==> src/rtl/cntr8_ctrl_pkg.sv <==
// Shared opcode constants, FSM state encodings and the latched command record
// for the two-requester 8-bit counter controller.
package cntr8_ctrl_pkg;

  localparam logic [1:0] OP_READ = 2'b00;
  localparam logic [1:0] OP_INC  = 2'b01;
  localparam logic [1:0] OP_LOAD = 2'b10;
  localparam logic [1:0] OP_STEP = 2'b11;

  typedef enum logic [2:0] {
    ST_IDLE = 3'b000,
    ST_LOAD = 3'b001,
    ST_INC  = 3'b010,
    ST_STEP = 3'b011,
    ST_DONE = 3'b100
  } state_e;

  // The opcode is carried by the FSM state itself, so only id and arg are kept.
  typedef struct packed {
    logic       id;
    logic [7:0] arg;
  } cmd_t;

endpackage

==> src/rtl/rr_arb2.sv <==
// Two-way round-robin arbiter: combinational winner select plus a 1-bit
// priority pointer that hands priority to the requester not served last.
module rr_arb2 (
  input  logic clk,
  input  logic reset_n,
  input  logic req0,
  input  logic req1,
  input  logic grant_en,
  input  logic upd_en,
  output logic win_id,
  output logic win_valid
);

  logic ptr;
  logic gnt_id;

  assign win_valid = req0 | req1;
  assign win_id    = (req0 & req1) ? ptr : req1;

  always_ff @(posedge clk or negedge reset_n) begin
    if (!reset_n) begin
      ptr    <= 1'b0;
      gnt_id <= 1'b0;
    end else begin
      if (grant_en) gnt_id <= win_id;
      if (upd_en)   ptr    <= ~gnt_id;
    end
  end

endmodule

==> src/rtl/cntr8_ctrl.sv <==
// Command controller for an external 8-bit counter: arbitrates two requesters
// and sequences READ / INC / LOAD / STEP into inc/load pulses with an ack.
module cntr8_ctrl
  import cntr8_ctrl_pkg::*;
(
  input  logic       clk,
  input  logic       reset_n,
  input  logic       req0,
  input  logic       req1,
  input  logic [1:0] op0,
  input  logic [1:0] op1,
  input  logic [7:0] arg0,
  input  logic [7:0] arg1,
  output logic       ack0,
  output logic       ack1,
  output logic [7:0] result,
  output logic       busy,
  output logic       cnt_inc,
  output logic       cnt_load,
  output logic [7:0] cnt_d_in,
  input  logic [7:0] cnt_q,
  output logic [2:0] o_state
);

  state_e     state, state_nxt;
  cmd_t       cmd_q;
  logic [7:0] rem_q;
  logic       win_id, win_valid;
  logic       grant_en, upd_en;
  logic [1:0] sel_op;
  logic [7:0] sel_arg;

  assign grant_en = (state == ST_IDLE) && win_valid;
  assign upd_en   = (state == ST_DONE);
  assign sel_op   = win_id ? op1  : op0;
  assign sel_arg  = win_id ? arg1 : arg0;
  assign busy     = (state != ST_IDLE);
  assign o_state  = state;

  rr_arb2 u_arb (
    .clk       (clk),
    .reset_n   (reset_n),
    .req0      (req0),
    .req1      (req1),
    .grant_en  (grant_en),
    .upd_en    (upd_en),
    .win_id    (win_id),
    .win_valid (win_valid)
  );

  always_comb begin
    state_nxt = state;
    cnt_inc   = 1'b0;
    cnt_load  = 1'b0;
    cnt_d_in  = 8'h00;
    ack0      = 1'b0;
    ack1      = 1'b0;
    case (state)
      ST_IDLE: begin
        if (win_valid) begin
          case (sel_op)
            OP_READ: state_nxt = ST_DONE;
            OP_INC:  state_nxt = ST_INC;
            OP_LOAD: state_nxt = ST_LOAD;
            default: state_nxt = (sel_arg == 8'h00) ? ST_DONE : ST_STEP;
          endcase
        end
      end
      ST_LOAD: begin
        cnt_load  = 1'b1;
        cnt_d_in  = cmd_q.arg;
        state_nxt = ST_DONE;
      end
      ST_INC: begin
        cnt_inc   = 1'b1;
        state_nxt = ST_DONE;
      end
      ST_STEP: begin
        cnt_inc = 1'b1;
        if (rem_q == 8'd1) state_nxt = ST_DONE;
      end
      ST_DONE: begin
        ack0      = ~cmd_q.id;
        ack1      = cmd_q.id;
        state_nxt = ST_IDLE;
      end
      default: state_nxt = ST_IDLE;
    endcase
  end

  always_ff @(posedge clk or negedge reset_n) begin
    if (!reset_n) begin
      state  <= ST_IDLE;
      cmd_q  <= '0;
      rem_q  <= 8'h00;
      result <= 8'h00;
    end else begin
      state <= state_nxt;
      if (grant_en) begin
        cmd_q.id  <= win_id;
        cmd_q.arg <= sel_arg;
        if (sel_op == OP_STEP) rem_q <= sel_arg;
      end else if (state == ST_STEP) begin
        rem_q <= rem_q - 8'd1;
      end
      // Pulses issued up to the previous cycle are already visible on cnt_q here.
      if (state == ST_DONE) result <= cnt_q;
    end
  end

endmodule

==> config.mk <==
export PLATFORM = sky130hd
export DESIGN_NAME = cntr8_ctrl
export DESIGN_NICKNAME = d
export VERILOG_FILES = /design/src/rtl/cntr8_ctrl_pkg.sv /design/src/rtl/rr_arb2.sv /design/src/rtl/cntr8_ctrl.sv
export SDC_FILE = /design/constraint.sdc
export NUM_CORES = 1
export LEC_CHECK = 0
export CAP_MARGIN = 20
export CORE_AREA = 2 2 63 65
export CTS_CLUSTER_SIZE = 12
export DETAILED_ROUTE_END_ITERATION = 8
export DIE_AREA = 0 0 65 67
export PLACE_DENSITY = 0.78
export SYNTH_ARGS = -nofsm -noshare
export SYNTH_HDL_FRONTEND = slang
export SYNTH_SLANG_ARGS = --single-unit
==> constraint.sdc <==
create_clock -name clk -period 4.35 [get_ports clk]
set_input_delay 0.87 -clock clk [delete_from_list [all_inputs] [get_ports clk]]
set_output_delay 0.87 -clock clk [all_outputs]
set_load 0.005 [all_outputs]
# After elaboration in Yosys (flattened, before gate mapping)
# Index checks and enable logic that the tools add are counted.
# classes
n_addsub	1
n_eq_ne	11
n_mux	16
bitwise	3
n_reduce_logical	10
# op_table
operator	count
two-way mux 8 bit	5
case mux 3 bit (3 select lines)	2
two-way mux 3 bit	3
== test 8 x 1 -> 1 bit, second input constant	1
logical NOT 8 bit	1
subtractor 8 x 1 -> 8 bit, second input constant	1
== test 3 x 2 -> 1 bit, second input constant	2
two-way mux 1 bit	5
== test 2 bit, second input constant	2
!= test 2 bit, second input constant	2
AND reduction 2 bit	2
OR reduction 2 bit	2
== test 3 x 1 -> 1 bit, second input constant	1
== test 3 bit, second input constant	1
logical NOT 3 bit	1
nonzero test 3 bit	1
== test 2 x 1 -> 1 bit, second input constant	1
logical NOT 2 bit	1
two-way mux 2 bit	1
!= test 2 x 1 -> 1 bit, second input constant	1
nonzero test 2 bit	1
AND 1 bit	1
logical AND 1 bit	1
inverter 1 bit	1
OR 1 bit	1
# word_totals
regBits	29
inputBits	32

# Depth between registers and ports, before layout
# logic_depth
word_depth	8
ltp_mapped	8
depth_no_buf	6

# Cells and area by module
# A second synthesis with hierarchy kept.
# hier_totals
hier_cells	160
area_unflattened_um2	1682.9
# by_module_without_submodules
module	instances	cells_per_inst	area_per_inst_um2
cntr8_ctrl	1	150	1571.5
rr_arb2	1	10	111.4

# Worst setup path before layout
# No wires, ideal clock.
# synth_timing
path_kind	input to register
start	input arg1[5]
end	register state[2], in the netlist o_state[2]
arrival_ps	2135
t_required_ps	4268
slack_ps	2133
stages	5
path_buffers	0
path_cell_list	or4_1 -> nor4_1 -> a31oi_1 -> or3_1 -> a31oi_1
# synth_via
elab_chain_len	6
# synth_rtl
item	line_no	text
start, declared	cntr8_ctrl.sv:13	input logic [7:0] arg1,
two-way mux 8 bit	cntr8_ctrl.sv:36	assign sel_arg = win_id ? arg1 : arg0;
logical NOT 8 bit	cntr8_ctrl.sv:65	default: state_nxt = (sel_arg == 8'h00) ? ST_DONE : ST_STEP;
two-way mux 3 bit	cntr8_ctrl.sv:65	
case mux 3 bit (3 select lines)	cntr8_ctrl.sv:61	case (sel_op)
two-way mux 3 bit	cntr8_ctrl.sv:60	if (win_valid) begin
case mux 3 bit (3 select lines)	cntr8_ctrl.sv:58	case (state)
end signal, assigned	cntr8_ctrl.sv:98	state <= state_nxt;
end, declared	cntr8_ctrl.sv:25	state_e state, state_nxt;
# Every way passes these cells. The select of a mux whose other input is x is not followed.
# A chain may end at the register's enable or synchronous reset.

# Worst setup path after layout
# layout_timing
start	register state[2], in the netlist o_state[2]
end	output cnt_d_in[7]
# layout_via
elab_chain_len	2
# layout_rtl
item	line_no	text
== test 3 x 1 -> 1 bit	cntr8_ctrl.sv:58	
two-way mux 8 bit	cntr8_ctrl.sv:58	
end, declared	cntr8_ctrl.sv:20	output logic [7:0] cnt_d_in,
# Every way passes these cells.

==> summary.md <==
| Metric | Value |
|---|---|
| Status | `finished clean` |
| Min Tclk post-route | `3110 ps` |
| DRC Markers | `0` |
| Setup TNS Final | `0 ps` |
| Sequential area share after synthesis | `between 40% and 50%` |
| Hold_buf cts | `0` |
| Clk root buf | `clkbuf_8` |
| Post-CTS Setup Bufs | `0` |
| Final Wtd Congestion | `0.870` |
| Fin crit share | `a little under three quarters` |
| CP Launch Type | `flop` |
| Die Wd | `65 µm` |
| Unrepaired setup endpoints after global routing | `false` |
| Normalized max-slew margin | `38.1%` |
| Final Hold Viols | `0` |
| Final Net Count | `253` |
| Met3 WL post-DR | `248 µm` |
| Max clock buf depth | `2` |
| M1 WL | `1820 µm` |
| CP Max Fanout | `9` |
| DIE HEIGHT | `about 67 µm` |
| Crit path from | `o_state[2]$_DFFE_PN0P_` |
| Netlist cell types | `34` |
| Worst hold path class | `flop to flop` |
| Routed vias | `1415` |
| Synth Area in Adders | `1.57%` |
| Number of port buffers | `55` |
| Synth Area in Simple Gates | `19.7%` |
| Post-Syn Instances | `163` |
| WS Path Type | `flop to output pin` |
| Post-cts resize count | `0` |
| EDFF count, synth | `0` |
| Share of layout cells above drive strength 1 | `about a tenth` |
| Setup WS pre-CTS | `1300 ps` |
| Synth Register Bits | `29` |
| Max Clk Rate | `~320 MHz` |
| Power density cells | `624 nW/µm²` |
| Clk_skew | `around 1.8 ps` |
| Count leader, synth | `dfrtp_1` |
| Worst r2r src | `o_state[2]$_DFFE_PN0P_` |
| Peak supply drop | `0.350 mV` |
| Vias in the first global route | `between 1000 and 1500` |
| FF+latch area | `726 µm²` |
| Clk_lat worst skew | `~270 ps` |
| CTS tree | `done` |
| Routed wl met2 | `between 1500 and 2000 µm` |
| Final WL | `roughly 4000 µm` |
| Detailed Routing Iterations Pass 1 | `4` |
| Worst setup margin | `between 1000 and 1500 ps` |
| Slew @ Worst Pin | `926 ps` |
| Wire length per cell | `14.5 µm` |
| Most used DFF post-synth | `dfrtp_1` |
| Syn nets | `197` |
| H-tree depth | `2` |
| Synth area leader | `dfrtp_1` |
| Min-delay src | `cmd_q[7]$_DFFE_PN0P_` |
| MaxCap Viol Count | `0` |
| HPWL Detailed | `3000 µm` |
| Area of the multi-input gates | `807 µm²` |
| # fillers | `around 300` |
| Synth top area share | `45.5%` |
| Die Area | `4360 µm²` |
| Vias per cell | `5.28` |
| Syn_area_per_cell | `9.78 µm²` |
| Starting Density | `44.2%` |
| First-pass GRT wire length | `6110 µm` |
| Slew Limit Fails | `0` |
| Mux share of post-synthesis cell area | `between 10% and 20%` |
| Post-Synth XOR/XNOR Area | `0%` |
| Top cells by area, synth | `dfrtp_1, mux2_2, mux2i_1` |
| Clock Pin Slew Worst Setup and Hold Paths | `60 ps` |
| N_diodes | `0` |
| Critical Path End Type | `output pin` |
| Core region area | `3610 µm²` |
| Fraction of registers with async set/reset | `100%` |
| GRT Total Usage | `18.7%` |
| Crit path DAT | `between 2000 and 2500 ps` |
| Antenna Violating Nets Remaining | `0` |
| Synthesis-to-finish area growth | `42.7%` |
| Largest family of logic cells by synthesized area | `simple AND/OR/NAND/NOR gates` |
| Synth cell count leaders | `dfrtp_1, nand2_1, nor2_1` |
| Total grt overflow | `0` |
| Site Rows | `22` |
| Pleak | `~0.94 nW` |
| Critical Path RT | `approximately 3500 ps` |
| Complex-gate fraction of the synthesized area | `15.4%` |
| Netlist Area Pre-Place | `1590 µm²` |
| IO Count | `56` |
| Initial antenna violation count | `0` |
| Uppermost routed layer | `met4` |
| DR iter-0 viols | `56` |
| CTS Buf Count | `5` |
| CTS sink count | `29` |
| Final setup vio count | `0` |
| Largest net degree at the start of global routing | `30` |
| Synth Warn # | `0` |
final cells by class:
type	count	area share [%]
timing repair buffer	57	24.9
multi-input combinational	122	35.5
clock inverter	1	0.220
sequential	29	31.9
inverter	4	0.660
clock buffer	7	4.24
tap	48	2.64
worst max-delay path: stages (launching register included):
cell and delay (ps):
dfrtp_1 440, nor3b_1 790, and2_1 220, clkdlybuf4s50_1 510
layout by cell type, fill, tap and decap left out:
| cell type | count |
|---|---|
| and3_1 | 1 |
| nor3b_1 | 1 |
| a21oi_1 | 5 |
| a21oi_4 | 1 |
| nor2b_1 | 3 |
| o31ai_1 | 4 |
| o2bb2ai_1 | 2 |
| o22ai_1 | 3 |
| nor2_1 | 14 |
| nand2b_1 | 2 |
| mux2_2 | 10 |
| a31oi_1 | 3 |
| o21ai_1 | 1 |
| dfrtp_1 | 29 |
| nor4_1 | 4 |
| or4_1 | 3 |
| o221ai_1 | 1 |
| buf_4 | 2 |
| or2_1 | 2 |
| a221o_2 | 1 |
| clkbuf_8 | 7 |
| o2111ai_1 | 1 |
| o211ai_1 | 1 |
| o22a_1 | 2 |
| ha_1 | 2 |
| or3_1 | 3 |
| clkinv_2 | 1 |
| nand3_1 | 3 |
| nand2_1 | 16 |
| and2_1 | 10 |
| inv_1 | 4 |
| mux2i_1 | 11 |
| clkdlybuf4s50_1 | 55 |
| o21ai_0 | 12 |
cell families (layout without fill, tap and decap cells):
kind of cell    after synthesis  count (layout)
compound gates               37              37
mux                          21              21
fa+ha+maj                     2               2
buf+inv                      12              69
simple gates                 62              62
flops                        29              29
per-layer routing:
metal | track usage, % | vias up
li1 | - | 705
met1 | 25.9 | 649
met2 | 28.1 | 55
met3 | 5.24 | 6
met4 | 6.12 | 0
met5 | 0 | -
registers in the layout, indices dropped and copies added (netlist names):
| signal | count |
|---|---|
| result | 8 |
| rem_q | 8 |
| cmd_q | 9 |
| o_state | 3 |
| u_arb.ptr | 1 |
through the flow:
| stage | power [mW] | std cells | util, % | hold WS [ps] | instance area [µm²] |
|---|---|---|---|---|---|
| after global routing | 1.53 | 268 | 63.1 | 502 | 2270 |
| after floorplan | 0.896 | 163 | - | 442 | 1590 |
| after CTS | 1.43 | 268 | 63.1 | 477 | 2270 |
| after detailed placement | 1.19 | 260 | 60.3 | 463 | 2170 |
| after global placement | 1.18 | 260 | 60.3 | 455 | 2170 |
| final | 1.42 | 268 | 63.1 | 475 | 2270 |
report_power, final:
group          leakage (nW)  total, mW  internal, mW  switching (mW)
clock                0.0542      0.241         0.143          0.0987
sequential            0.343      0.491         0.404          0.0877
combinational         0.543      0.687         0.374           0.313
final timing paths:
kind	endpoint	slack [ps]	cells past startpoint
min in group asynchronous	cmd_q[8]$_DFFE_PN0P_	980	2
worst min register to register	cmd_q[7]$_DFFE_PN0P_	480	2
worst max register to register	rem_q[0]$_DFFE_PN0P_	2050	5
max in group asynchronous	rem_q[5]$_DFFE_PN0P_	3100	2
worst max-delay path	cnt_d_in[7]	1240	3
worst min-delay path	cmd_q[7]$_DFFE_PN0P_	480	2
No activity file was read; power rests on OpenSTA's default activity.
